--- src/rtl/conv_mdc_cfg_master_pkg.sv ---
// conv_mdc_package: shared constants and types for the conv_mdc control-port
// initiator.
//   - Register byte offsets on the conv_mdc peripheral control slave.
//   - cfg_master_state_t: job sequencer state encoding.
//   - job_reg_addr(): byte address of a job-dependent register.
package conv_mdc_package;

  localparam logic [31:0] CONV_MDC_OFFS_TRIGGER   = 32'h0000_0000;
  localparam logic [31:0] CONV_MDC_OFFS_ACQUIRE   = 32'h0000_0004;
  localparam logic [31:0] CONV_MDC_OFFS_SOFTCLEAR = 32'h0000_0014;
  localparam logic [31:0] CONV_MDC_OFFS_JOB_BASE  = 32'h0000_0040;

  typedef enum logic [3:0] {
    IDLE,
    ACQ,
    ACQ_RSP,
    BACKOFF,
    WR_PARAM,
    TRIGGER,
    WAIT_EVT,
    ABORT_DRAIN,
    SOFTCLR
  } cfg_master_state_t;

  // Job-dependent registers are 32-bit words packed from base upwards.
  function automatic logic [31:0] job_reg_addr(input logic [31:0] base,
                                               input logic [31:0] idx);
    return base + (idx << 2);
  endfunction

endpackage

--- src/rtl/hwpe_ctrl_intf_periph.sv ---
// hwpe_ctrl_intf_periph: request/grant peripheral control port.
//   master: drives req, add, wen, be, data, id; samples gnt, r_data, r_valid, r_id.
//   slave : the mirror image.
//   wen=1 is a read and wen=0 is a write.
interface hwpe_ctrl_intf_periph #(
  parameter int unsigned ID_WIDTH = 10
);
  logic                req;
  logic                gnt;
  logic [31:0]         add;
  logic                wen;
  logic [3:0]          be;
  logic [31:0]         data;
  logic [ID_WIDTH-1:0] id;
  logic [31:0]         r_data;
  logic                r_valid;
  logic [ID_WIDTH-1:0] r_id;

  modport master (
    output req, add, wen, be, data, id,
    input  gnt, r_data, r_valid, r_id
  );

  modport slave (
    input  req, add, wen, be, data, id,
    output gnt, r_data, r_valid, r_id
  );
endinterface

--- src/rtl/conv_mdc_cfg_master_bus.sv ---
// conv_mdc_cfg_master_bus: single-transaction periph driver.
//   cmd_*_i     : new transaction. It is only presented when the port can take
//                 it, which means no req is pending, or the pending req is
//                 granted this cycle.
//   wr_ack_o    : pending write granted this cycle.
//   rd_gnt_o    : pending read granted this cycle.
//   rsp_valid_o : read data for the outstanding read is on rsp_data_o.
//   idle_o      : no request pending and no read response outstanding.
//   req_o..data_o, gnt_i, r_*_i : periph master signals.
module conv_mdc_cfg_master_bus #(
  parameter int unsigned ID_WIDTH = 10
) (
  input  logic                clk_i,
  input  logic                rst_ni,
  input  logic                clear_i,
  input  logic                cmd_valid_i,
  input  logic                cmd_read_i,
  input  logic [31:0]         cmd_addr_i,
  input  logic [31:0]         cmd_wdata_i,
  output logic                wr_ack_o,
  output logic                rd_gnt_o,
  output logic                rsp_valid_o,
  output logic [31:0]         rsp_data_o,
  output logic                idle_o,
  output logic                req_o,
  output logic [31:0]         add_o,
  output logic                wen_o,
  output logic [3:0]          be_o,
  output logic [31:0]         data_o,
  input  logic                gnt_i,
  input  logic [31:0]         r_data_i,
  input  logic                r_valid_i,
  input  logic [ID_WIDTH-1:0] r_id_i
);

  logic        req_q, req_d;
  logic [31:0] add_q, add_d;
  logic        wen_q, wen_d;
  logic [3:0]  be_q, be_d;
  logic [31:0] data_q, data_d;
  logic        rd_pend_q, rd_pend_d;

  logic granted;
  logic rsp_valid;

  assign granted = req_q & gnt_i;
  // Only responses tagged with the issued id (always 0) are taken.
  assign rsp_valid = rd_pend_q & r_valid_i & (r_id_i == '0);

  always_comb begin
    req_d     = req_q;
    add_d     = add_q;
    wen_d     = wen_q;
    be_d      = be_q;
    data_d    = data_q;
    rd_pend_d = rd_pend_q;
    if (granted) begin
      req_d = 1'b0;
      if (wen_q) rd_pend_d = 1'b1;
    end
    if (rsp_valid) rd_pend_d = 1'b0;
    // A new command in the grant cycle keeps req high: one transfer per cycle.
    if (cmd_valid_i) begin
      req_d  = 1'b1;
      add_d  = cmd_addr_i;
      wen_d  = cmd_read_i;
      be_d   = 4'hF;
      data_d = cmd_read_i ? 32'h0 : cmd_wdata_i;
    end
    if (clear_i) begin
      req_d     = 1'b0;
      add_d     = '0;
      wen_d     = 1'b1;
      be_d      = '0;
      data_d    = '0;
      rd_pend_d = 1'b0;
    end
  end

  always_ff @(posedge clk_i or negedge rst_ni) begin
    if (!rst_ni) begin
      req_q     <= 1'b0;
      add_q     <= '0;
      wen_q     <= 1'b1;
      be_q      <= '0;
      data_q    <= '0;
      rd_pend_q <= 1'b0;
    end else begin
      req_q     <= req_d;
      add_q     <= add_d;
      wen_q     <= wen_d;
      be_q      <= be_d;
      data_q    <= data_d;
      rd_pend_q <= rd_pend_d;
    end
  end

  assign wr_ack_o    = granted & ~wen_q;
  assign rd_gnt_o    = granted & wen_q;
  assign rsp_valid_o = rsp_valid;
  assign rsp_data_o  = r_data_i;
  assign idle_o      = ~req_q & ~rd_pend_q;
  assign req_o       = req_q;
  assign add_o       = add_q;
  assign wen_o       = wen_q;
  assign be_o        = be_q;
  assign data_o      = data_q;

endmodule

--- src/rtl/conv_mdc_cfg_master.sv ---
// conv_mdc_cfg_master: job sequencer for the conv_mdc control port.
//   cfg_valid_i/cfg_idx_i/cfg_data_i : parameter table write (IDLE only).
//   cfg_ready_o                      : table writable (IDLE).
//   start_i                          : launch job. abort_i : abort job.
//   evt_i                            : end-of-job event from the accelerator.
//   busy_o                           : not IDLE.
//   done_o                           : one-cycle completion pulse.
//   job_id_o                         : id returned by the last successful acquire.
//   periph                           : periph master port.
// The sequence is: acquire (with retry backoff), N_PARAMS parameter writes,
// trigger, then wait for the event.
module conv_mdc_cfg_master
  import conv_mdc_package::*;
#(
  parameter int unsigned N_PARAMS      = 24,
  parameter int unsigned ID_WIDTH      = 10,
  parameter int unsigned ACQ_BACKOFF   = 8,
  parameter logic [31:0] REG_OFFS_BASE = CONV_MDC_OFFS_JOB_BASE
) (
  input  logic                        clk_i,
  input  logic                        rst_ni,
  input  logic                        clear_i,
  input  logic                        cfg_valid_i,
  output logic                        cfg_ready_o,
  input  logic [$clog2(N_PARAMS)-1:0] cfg_idx_i,
  input  logic [31:0]                 cfg_data_i,
  input  logic                        start_i,
  input  logic                        abort_i,
  input  logic                        evt_i,
  output logic                        busy_o,
  output logic                        done_o,
  output logic [7:0]                  job_id_o,
  hwpe_ctrl_intf_periph.master        periph
);

  localparam int unsigned IDX_W  = $clog2(N_PARAMS);
  localparam int unsigned CNT_W  = $clog2(N_PARAMS + 1);
  localparam int unsigned BOFF_W = $clog2(ACQ_BACKOFF + 1);
  localparam logic [CNT_W-1:0]  LAST_IDX  = CNT_W'(N_PARAMS - 1);
  localparam logic [BOFF_W-1:0] BOFF_LAST = BOFF_W'(ACQ_BACKOFF - 1);

  cfg_master_state_t state_q, state_d;
  logic [CNT_W-1:0]  cnt_q, cnt_d;
  logic [BOFF_W-1:0] boff_q, boff_d;
  logic [7:0]        job_id_q, job_id_d;
  logic              done_q, done_d;
  logic [31:0]       param_tab_q [N_PARAMS];
  logic [31:0]       param_tab_d [N_PARAMS];

  logic        cmd_valid, cmd_read;
  logic [31:0] cmd_addr, cmd_wdata;
  logic        bus_wr_ack, bus_rd_gnt, bus_rsp_valid, bus_idle;
  logic [31:0] bus_rsp_data;
  logic        abort_take;
  logic        unused_rsp_bits;

  assign unused_rsp_bits = ^bus_rsp_data[31:9];

  // An event coinciding with abort in WAIT_EVT completes the job normally.
  assign abort_take = abort_i &&
                      ((state_q inside {ACQ, ACQ_RSP, BACKOFF, WR_PARAM, TRIGGER}) ||
                       (state_q == WAIT_EVT && !evt_i));

  always_comb begin
    state_d     = state_q;
    cnt_d       = cnt_q;
    boff_d      = boff_q;
    job_id_d    = job_id_q;
    done_d      = 1'b0;
    param_tab_d = param_tab_q;
    cmd_valid   = 1'b0;
    cmd_read    = 1'b0;
    cmd_addr    = '0;
    cmd_wdata   = '0;
    // Commands are issued on the transition edge so the bus keeps one
    // transfer per cycle when the slave grants back-to-back.
    unique case (state_q)
      IDLE: begin
        if (cfg_valid_i && (32'(cfg_idx_i) < N_PARAMS))
          param_tab_d[cfg_idx_i] = cfg_data_i;
        if (start_i) begin
          state_d   = ACQ;
          cmd_valid = 1'b1;
          cmd_read  = 1'b1;
          cmd_addr  = CONV_MDC_OFFS_ACQUIRE;
        end
      end
      ACQ: if (bus_rd_gnt) state_d = ACQ_RSP;
      ACQ_RSP: begin
        if (bus_rsp_valid) begin
          if (bus_rsp_data[8]) begin
            state_d = BACKOFF;
            boff_d  = '0;
          end else begin
            job_id_d  = bus_rsp_data[7:0];
            cnt_d     = '0;
            state_d   = WR_PARAM;
            cmd_valid = 1'b1;
            cmd_addr  = job_reg_addr(REG_OFFS_BASE, 32'h0);
            cmd_wdata = param_tab_q[0];
          end
        end
      end
      BACKOFF: begin
        if (boff_q == BOFF_LAST) begin
          state_d   = ACQ;
          cmd_valid = 1'b1;
          cmd_read  = 1'b1;
          cmd_addr  = CONV_MDC_OFFS_ACQUIRE;
        end else begin
          boff_d = boff_q + BOFF_W'(1);
        end
      end
      WR_PARAM: begin
        if (bus_wr_ack) begin
          cmd_valid = 1'b1;
          if (cnt_q == LAST_IDX) begin
            state_d  = TRIGGER;
            cmd_addr = CONV_MDC_OFFS_TRIGGER;
          end else begin
            cnt_d     = cnt_q + CNT_W'(1);
            cmd_addr  = job_reg_addr(REG_OFFS_BASE, 32'(cnt_d));
            cmd_wdata = param_tab_q[cnt_d[IDX_W-1:0]];
          end
        end
      end
      TRIGGER: if (bus_wr_ack) state_d = WAIT_EVT;
      WAIT_EVT: begin
        if (evt_i) begin
          done_d  = 1'b1;
          state_d = IDLE;
        end
      end
      ABORT_DRAIN: begin
        // Pending request or acquire response has to retire first.
        if (bus_idle) begin
          state_d   = SOFTCLR;
          cmd_valid = 1'b1;
          cmd_addr  = CONV_MDC_OFFS_SOFTCLEAR;
          cmd_wdata = 32'h1;
        end
      end
      SOFTCLR: if (bus_wr_ack) state_d = IDLE;
      default: state_d = IDLE;
    endcase

    if (abort_take) begin
      state_d   = ABORT_DRAIN;
      cnt_d     = cnt_q;
      job_id_d  = job_id_q;
      cmd_valid = 1'b0;
    end

    if (clear_i) begin
      state_d  = IDLE;
      cnt_d    = '0;
      boff_d   = '0;
      job_id_d = '0;
      done_d   = 1'b0;
      for (int i = 0; i < N_PARAMS; i++) param_tab_d[i] = '0;
      cmd_valid = 1'b0;
    end
  end

  always_ff @(posedge clk_i or negedge rst_ni) begin
    if (!rst_ni) begin
      state_q  <= IDLE;
      cnt_q    <= '0;
      boff_q   <= '0;
      job_id_q <= '0;
      done_q   <= 1'b0;
      for (int i = 0; i < N_PARAMS; i++) param_tab_q[i] <= '0;
    end else begin
      state_q     <= state_d;
      cnt_q       <= cnt_d;
      boff_q      <= boff_d;
      job_id_q    <= job_id_d;
      done_q      <= done_d;
      param_tab_q <= param_tab_d;
    end
  end

  conv_mdc_cfg_master_bus #(
    .ID_WIDTH(ID_WIDTH)
  ) u_bus (
    .clk_i       (clk_i),
    .rst_ni      (rst_ni),
    .clear_i     (clear_i),
    .cmd_valid_i (cmd_valid),
    .cmd_read_i  (cmd_read),
    .cmd_addr_i  (cmd_addr),
    .cmd_wdata_i (cmd_wdata),
    .wr_ack_o    (bus_wr_ack),
    .rd_gnt_o    (bus_rd_gnt),
    .rsp_valid_o (bus_rsp_valid),
    .rsp_data_o  (bus_rsp_data),
    .idle_o      (bus_idle),
    .req_o       (periph.req),
    .add_o       (periph.add),
    .wen_o       (periph.wen),
    .be_o        (periph.be),
    .data_o      (periph.data),
    .gnt_i       (periph.gnt),
    .r_data_i    (periph.r_data),
    .r_valid_i   (periph.r_valid),
    .r_id_i      (periph.r_id)
  );

  assign periph.id   = '0;
  assign cfg_ready_o = (state_q == IDLE);
  assign busy_o      = (state_q != IDLE);
  assign done_o      = done_q;
  assign job_id_o    = job_id_q;

endmodule

--- src/flat_wrapper.sv ---
// flat-port wrapper written by rule: the top's interface ports become plain ports
module conv_mdc_cfg_master_flat import conv_mdc_package::*;
#(
  parameter int unsigned N_PARAMS      = 24,
  parameter int unsigned ID_WIDTH      = 10,
  parameter int unsigned ACQ_BACKOFF   = 8,
  parameter logic [31:0] REG_OFFS_BASE = CONV_MDC_OFFS_JOB_BASE
)
  (clk_i, rst_ni, clear_i, cfg_valid_i, cfg_ready_o, cfg_idx_i, cfg_data_i, start_i, abort_i, evt_i, busy_o, done_o, job_id_o, periph_req, periph_add, periph_wen, periph_be, periph_data, periph_id, periph_gnt, periph_r_data, periph_r_valid, periph_r_id);
  hwpe_ctrl_intf_periph #(.ID_WIDTH(ID_WIDTH)) periph_i ();
  input  logic clk_i;
  input  logic rst_ni;
  input  logic clear_i;
  input  logic cfg_valid_i;
  output logic cfg_ready_o;
  input  logic [$clog2(N_PARAMS)-1:0] cfg_idx_i;
  input  logic [31:0] cfg_data_i;
  input  logic start_i;
  input  logic abort_i;
  input  logic evt_i;
  output logic busy_o;
  output logic done_o;
  output logic [7:0] job_id_o;
  output wire logic [$bits(periph_i.req)-1:0] periph_req;
  output wire logic [$bits(periph_i.add)-1:0] periph_add;
  output wire logic [$bits(periph_i.wen)-1:0] periph_wen;
  output wire logic [$bits(periph_i.be)-1:0] periph_be;
  output wire logic [$bits(periph_i.data)-1:0] periph_data;
  output wire logic [$bits(periph_i.id)-1:0] periph_id;
  input wire logic [$bits(periph_i.gnt)-1:0] periph_gnt;
  input wire logic [$bits(periph_i.r_data)-1:0] periph_r_data;
  input wire logic [$bits(periph_i.r_valid)-1:0] periph_r_valid;
  input wire logic [$bits(periph_i.r_id)-1:0] periph_r_id;
  assign periph_req = periph_i.req;
  assign periph_add = periph_i.add;
  assign periph_wen = periph_i.wen;
  assign periph_be = periph_i.be;
  assign periph_data = periph_i.data;
  assign periph_id = periph_i.id;
  assign periph_i.gnt = periph_gnt;
  assign periph_i.r_data = periph_r_data;
  assign periph_i.r_valid = periph_r_valid;
  assign periph_i.r_id = periph_r_id;
  conv_mdc_cfg_master #(.N_PARAMS(N_PARAMS), .ID_WIDTH(ID_WIDTH), .ACQ_BACKOFF(ACQ_BACKOFF), .REG_OFFS_BASE(REG_OFFS_BASE)) u_core (.clk_i(clk_i), .rst_ni(rst_ni), .clear_i(clear_i), .cfg_valid_i(cfg_valid_i), .cfg_ready_o(cfg_ready_o), .cfg_idx_i(cfg_idx_i), .cfg_data_i(cfg_data_i), .start_i(start_i), .abort_i(abort_i), .evt_i(evt_i), .busy_o(busy_o), .done_o(done_o), .job_id_o(job_id_o), .periph(periph_i));
endmodule
--- config.mk ---
export PLATFORM = sky130hd
export DESIGN_NAME = conv_mdc_cfg_master_flat
export DESIGN_NICKNAME = d
export VERILOG_FILES = /design/src/rtl/conv_mdc_cfg_master_pkg.sv /design/src/rtl/hwpe_ctrl_intf_periph.sv /design/src/rtl/conv_mdc_cfg_master_bus.sv /design/src/rtl/conv_mdc_cfg_master.sv /design/src/flat_wrapper.sv
export SDC_FILE = /design/constraint.sdc
export NUM_CORES = 2
export LEC_CHECK = 0
export CAP_MARGIN = 15
export CORE_MARGIN = 2
export CORE_UTILIZATION = 40
export DETAILED_ROUTE_END_ITERATION = 6
export GPL_ROUTABILITY_DRIVEN = 0
export SKIP_LAST_GASP = 1
export SYNTH_ARGS = -nofsm -noshare
export SYNTH_HDL_FRONTEND = slang
export SYNTH_HIERARCHICAL = 1
export SYNTH_SLANG_ARGS = --single-unit
--- constraint.sdc ---
create_clock -name clk_i -period 3.8 [get_ports clk_i]
set_input_delay 1.14 -clock clk_i [delete_from_list [all_inputs] [get_ports clk_i]]
set_output_delay 1.14 -clock clk_i [all_outputs]
set_load 0.01 [all_outputs]
==> flow_summary.ini <==
[die]
die_w_um = 323.8
die_y_um = 323.8
io_pins = 179
initial_core_util = 0.4026
design.core.area_um2 = 101600
num_rows = 117
die-area_um2 = 104800

[timing]
hold_viol = 0
min_period_over_period = 0.9488
slew_headroom = 0.2608
clock_skew_ns = 0.01965
worst_pin_slew_ns = 1.109
final.setup.tns_ns = 0
rsz0062_at_grt = false
drv_slew = 0
setup_viol = 0
fmax_ghz = 0.2773
period_needed_ns = 3.606
fin_ws_ns = 0.1944

[pwr]
total_power_uw = 20260
p_leak_uw = 0.01870
ir_drop_mv = 0.3171
power.density_nw_per_um2 = 427.2

[global_route]
antenna_found_initial = 1
globalRouteOverflowTotal = 0
grt_pass1_vias = 32530
grt_first_pass_wirelength_mm = 201.4
grtUsageTotal = 0.2507
grt_max_degree = 189

[cts]
cts_setup_buffers = 0
cts_hold_buf = 0
insertion_delay_ns = 0.67
cts_made_buffers = 92
cts.clk_slew.worst_paths_ns = 0.06
clockBufferDepth = 3
cts_resized = 0
clockRootBuffer = clkbuf_16
cts_sinks = 858
htreeDepth = 3
cts_tree = done

[detailed_routing]
post_drt_wl_per_cell_um = 22.71
drt_first_pass_iters = 5
drtIter0Drc = 3820
postRouteAntennaNets = 0
routed_via_density = 5.669
totalWireLength_mm = 130.9
drc = 0
vias = 32700

[layout]
drive_above_1_share = 0.1212
antenna_cells = 0
layout.cells.non_filler = 5767
final_nets = 4412
final_util = 0.4668
area_delta_synth_final_pct = 15.97
nFillCells = 9564

[worst_setup_path]
ff2ff_setup_slack_ns = 0.82
cp_slowest_stage_delay_ns = 0.58
crit_type = reg -> out
crit_path_cell_trace = nor4_4 > buf_4 > inv_2 > clkdlybuf4s50_1
r2r_start = u_core/cnt_q[0]
cp_slowest_cell = dfrtp_1
start_kind = flop
path_max_fanout = 17
cp_data_required_time_ns = 2.66
cp-end-kind = output port
worst_r2r_path_depth = 7
rr_endpoint = u_core/u_bus/data_o[30]
worst_ep_arrival_time_ns = 2.47

[logic_synthesis]
synth_cells = 4314
postSynthAreaPerCell_um2 = 9.480
yosysWarnings = 6
syn-cell-area_um2 = 40900

[place]
portBuffers = 145
dp_cells = 5596
place_hpwl_mm = 74.69
post-place-ws_ns = 0.1901

[worst_hold_path]
hold_path.class = in -> async

[outcome]
status = finished clean

[flow_run]
maxCapViolations = 0
==> critical path, delay by kind of cell (launching register included) <==
family,cells,cell delay [ns]
flip-flops,1,0.58
AND/OR/NAND/NOR,1,0.32
buffers and inverters,3,0.89
==> where the power goes <==
group | internal, uW | switching, uW
combinational | 506 | 1090
clock | 5440 | 3870
sequential | 9230 | 115
==> registers in the layout, indices dropped and copies added (netlist names), 4 cells and up <==
signal / cells
u_core/cnt_q: 5
u_core/boff_q: 4
u_core/param_tab_q: 768
u_core/job_id_o: 8
u_core/u_bus/data_o: 32
u_core/u_bus/add_o: 32
u_core/state_q: 4
==> cell type report <==
| class | instances | area (um^2) | share of cell area |
|---|---|---|---|
| Sequential cell | 858 | 21480 | 0.4528 |
| Multi-Input combinational cell | 3077 | 17830 | 0.3760 |
| Timing Repair Buffer | 289 | 3268 | 0.06891 |
| Clock buffer | 139 | 2763 | 0.05825 |
| Tap cell | 1368 | 1712 | 0.03609 |
| Clock inverter | 32 | 361.6 | 0.007624 |
| Inverter | 4 | 15.01 | 0.0003166 |
==> layer usage <==
| layer | part of all wire | vias to the layer above | track usage |
|---|---|---|---|
| met1 | 0.44 | 16590 | 0.3684 |
| met4 | 0.027 | 2 | 0.07428 |
| met2 | 0.46 | 1401 | 0.3846 |
| met3 | 0.079 | 193 | 0.03752 |
| met5 | 0.000099 | - | 0 |
| li1 | - | 14510 | - |
==> worst max-delay path by stage <==
stage,end,cells after the start,start,slack [ns]
finish,busy_o,4,u_core/state_q[0],0.19
global route,busy_o,4,u_core/state_q[0],0.09
CTS,busy_o,4,u_core/state_q[0],0.21
detailed placement,u_core/u_bus/data_o[13],9,periph_r_id[4],0.19
global placement,u_core/u_bus/data_o[4],9,periph_r_id[4],0.24
floorplan,u_core/u_bus/data_o[10],11,periph_r_id[0],0.38
==> per-stage QoR <==
| stage | area, um^2 | hold slack [ns] |
|---|---|---|
| after global routing | 47430 | 0.3593 |
| after global placement | 44300 | 0.4561 |
| after CTS | 47430 | 0.3448 |
| final | 47430 | 0.3550 |
| after detailed placement | 44300 | 0.4581 |
| after floorplan | 41030 | 0.4363 |
==> layout by cell type (no fill, tap or decap), types with 4 or more instances in the layout <==
master and count:
a21oi_1 804, buf_12 58, nor2_2 18, clkdlybuf4s50_1 143
o22ai_1 31, conb_1 36, mux2_2 5, clkbuf_1 22
clkinvlp_4 4, clkinv_2 17, nor3_1 7, nand2b_1 9
clkbuf_16 95, dfrtp_1 856, nand3_1 14, bufinv_16 6
nand2_1 1641, o21ai_0 11, a22o_1 41, nand3b_1 6
a211o_1 33, mux2i_1 97, mux4_2 192, nor2_8 5
clkbuf_8 22, nor2b_1 8, nor2_1 60, buf_4 86
Power figures use the tool's default switching activity.
==> RTL edit (same settings) <==
`ACQ_BACKOFF` is set to 8 in 2 places; all go to 16.
--- a/src/rtl/conv_mdc_cfg_master.sv
+++ b/src/rtl/conv_mdc_cfg_master.sv
@@ -16,3 +16,3 @@
   parameter int unsigned ID_WIDTH      = 10,
-  parameter int unsigned ACQ_BACKOFF   = 8,
+  parameter int unsigned ACQ_BACKOFF   = 16,
   parameter logic [31:0] REG_OFFS_BASE = CONV_MDC_OFFS_JOB_BASE
--- a/src/flat_wrapper.sv
+++ b/src/flat_wrapper.sv
@@ -5,3 +5,3 @@
   parameter int unsigned ID_WIDTH      = 10,
-  parameter int unsigned ACQ_BACKOFF   = 8,
+  parameter int unsigned ACQ_BACKOFF   = 16,
   parameter logic [31:0] REG_OFFS_BASE = CONV_MDC_OFFS_JOB_BASE
Check against the original RTL: not settled (the Yosys comparison gave no result); the edit may change what the design does.
==> RTL edit against the original RTL <==
  * Core utilization grew 0.27 points
  * Final area grew 0.57%
  * First-iteration DRC count grew 1.4%
  * Via count is essentially flat
  * Power grew 0.19%
  * Wire length grew 0.14%
  * Area after synthesis is essentially flat
  * Sequential cell count grew 1
  * Critical path depth shrank 2
  * Clock power shrank 2%
  * Count of clock-buffer cells in the layout grew 4
  * Setup slack lost 0.092 ns
  * Critical endpoint is now cfg_ready_o
  * Largest cell class unchanged
==> RTL edit: results (changes against the original RTL) <==
* Worst vdd rail ir drop at 0.000297 V (-6.3%)
* Max_slew headroom at 0.282 (+0.0215)
* Arr. time, crit path at 2.56 ns (+0.09 ns)
* Area after DPL at 44600 µm² (+0.74%)
* Initial antenna violation count at 8 (+7)
* Clk_lat worst skew at 0.65 ns (-0.02 ns)
* DP Worst Slack at 0.0597 ns (-0.130 ns)
* Layout fillers at 9412 (-1.6%)
* PortBufs at 145 (unchanged)
* Pleak at 18.8 nW (+0.43%)
* Routed vias/inst at 5.61 (-1.0%)
* Wirelength, routed at 131000 µm (+0.14%)
* Hpwl dp at 77100 µm (+3.3%)
* Nets at 4467 (+1.2%)
* Starting DRT DRC Count at 3873 (+1.4%)
* Critical-path top delay cell: nor4_4
* Tot GR Track Use at 0.249 (-0.00122)
* CP top delay family: simple AND/OR/NAND/NOR gates
* Cells after Synth at 4342 (+0.65%)
* Vias in the first global route at 32500 (+0.043%)
* Largest net degree at the start of global routing at 172 (-9.0%)
* Share of cells above drive strength 1 at 0.124 (+0.00322)
* First-pass GRT wire length at 200000 µm (-0.60%)
* Status: complete, no violations
* Skew final at 0.0151 ns (-0.00451 ns)
==> RTL edit: cell count changes in the layout (fill, tap and decap cells not counted), moves of 6 or more <==
cell,before,now
nor2_2,18,3
nor2_4,2,18
a21oi_1,804,815
inv_1,3,10
nor2_1,60,49
nand2_1,1641,1653
a22o_1,41,32
buf_4,86,124
diode_2,0,6
==> RTL edit: area by class of cell <==
class,instances,share of cell area
inverter,11,0.000866
tap,1368,0.0359
sequential,859,0.451
clock inverter,21,0.00559
clock buffer,143,0.0584
antenna,6,0.000315
multi-input combinational,3090,0.376
timing repair buffer,322,0.0724
==> RTL edit: stage by stage <==
stage          power (mW)   util  instances
2_1_floorplan        10.4      -       4377
5_1_grt              21.0  0.469       5819
3_3_place_gp         11.3  0.439       5650
3_5_place_dp         11.3  0.439       5650
4_1_cts              20.5  0.469       5814
6_report             20.3  0.470       5820
==> RTL edit: layer usage <==
layer  track usage  vias to the layer above  part of all wire
li1              -                    14700                 -
met1         0.343                    16600              0.42
met2         0.405                     1264              0.48
met3        0.0382                      201             0.075
met4        0.0833                        0             0.027
met5             0                        -                 0
==> RTL edit: power breakdown <==
part           internal, mW  switching, mW
sequential             9.27         0.0936
combinational         0.585           1.20
clock                  5.42           3.74
total                  15.3           5.03
==> RTL edit: worst paths after layout <==
| check | endpoint | slack (ns) | cells after the start | from |
|---|---|---|---|---|
| max | cfg_ready_o | 0.10 | 2 | u_core/state_q[0] |
| min | u_core/param_tab_q[604] | 0.40 | 1 | rst_ni |
| max reg2reg | u_core/u_bus/data_o[2] | 0.57 | 7 | u_core/cnt_q[0] |
| min reg2reg | u_core/boff_q[3] | 0.48 | 1 | u_core/boff_q[3] |
| max in group asynchronous | u_core/param_tab_q[88] | 2.32 | 2 | rst_ni |
| min in group clk_i | u_core/boff_q[3] | 0.48 | 1 | u_core/boff_q[3] |
==> RTL edit: what timing repair did <==
item	4_1_cts	5_1_grt
endpoints found under the hold margin	0	0
endpoints found under the setup margin	0	1
buffers inserted	0	0
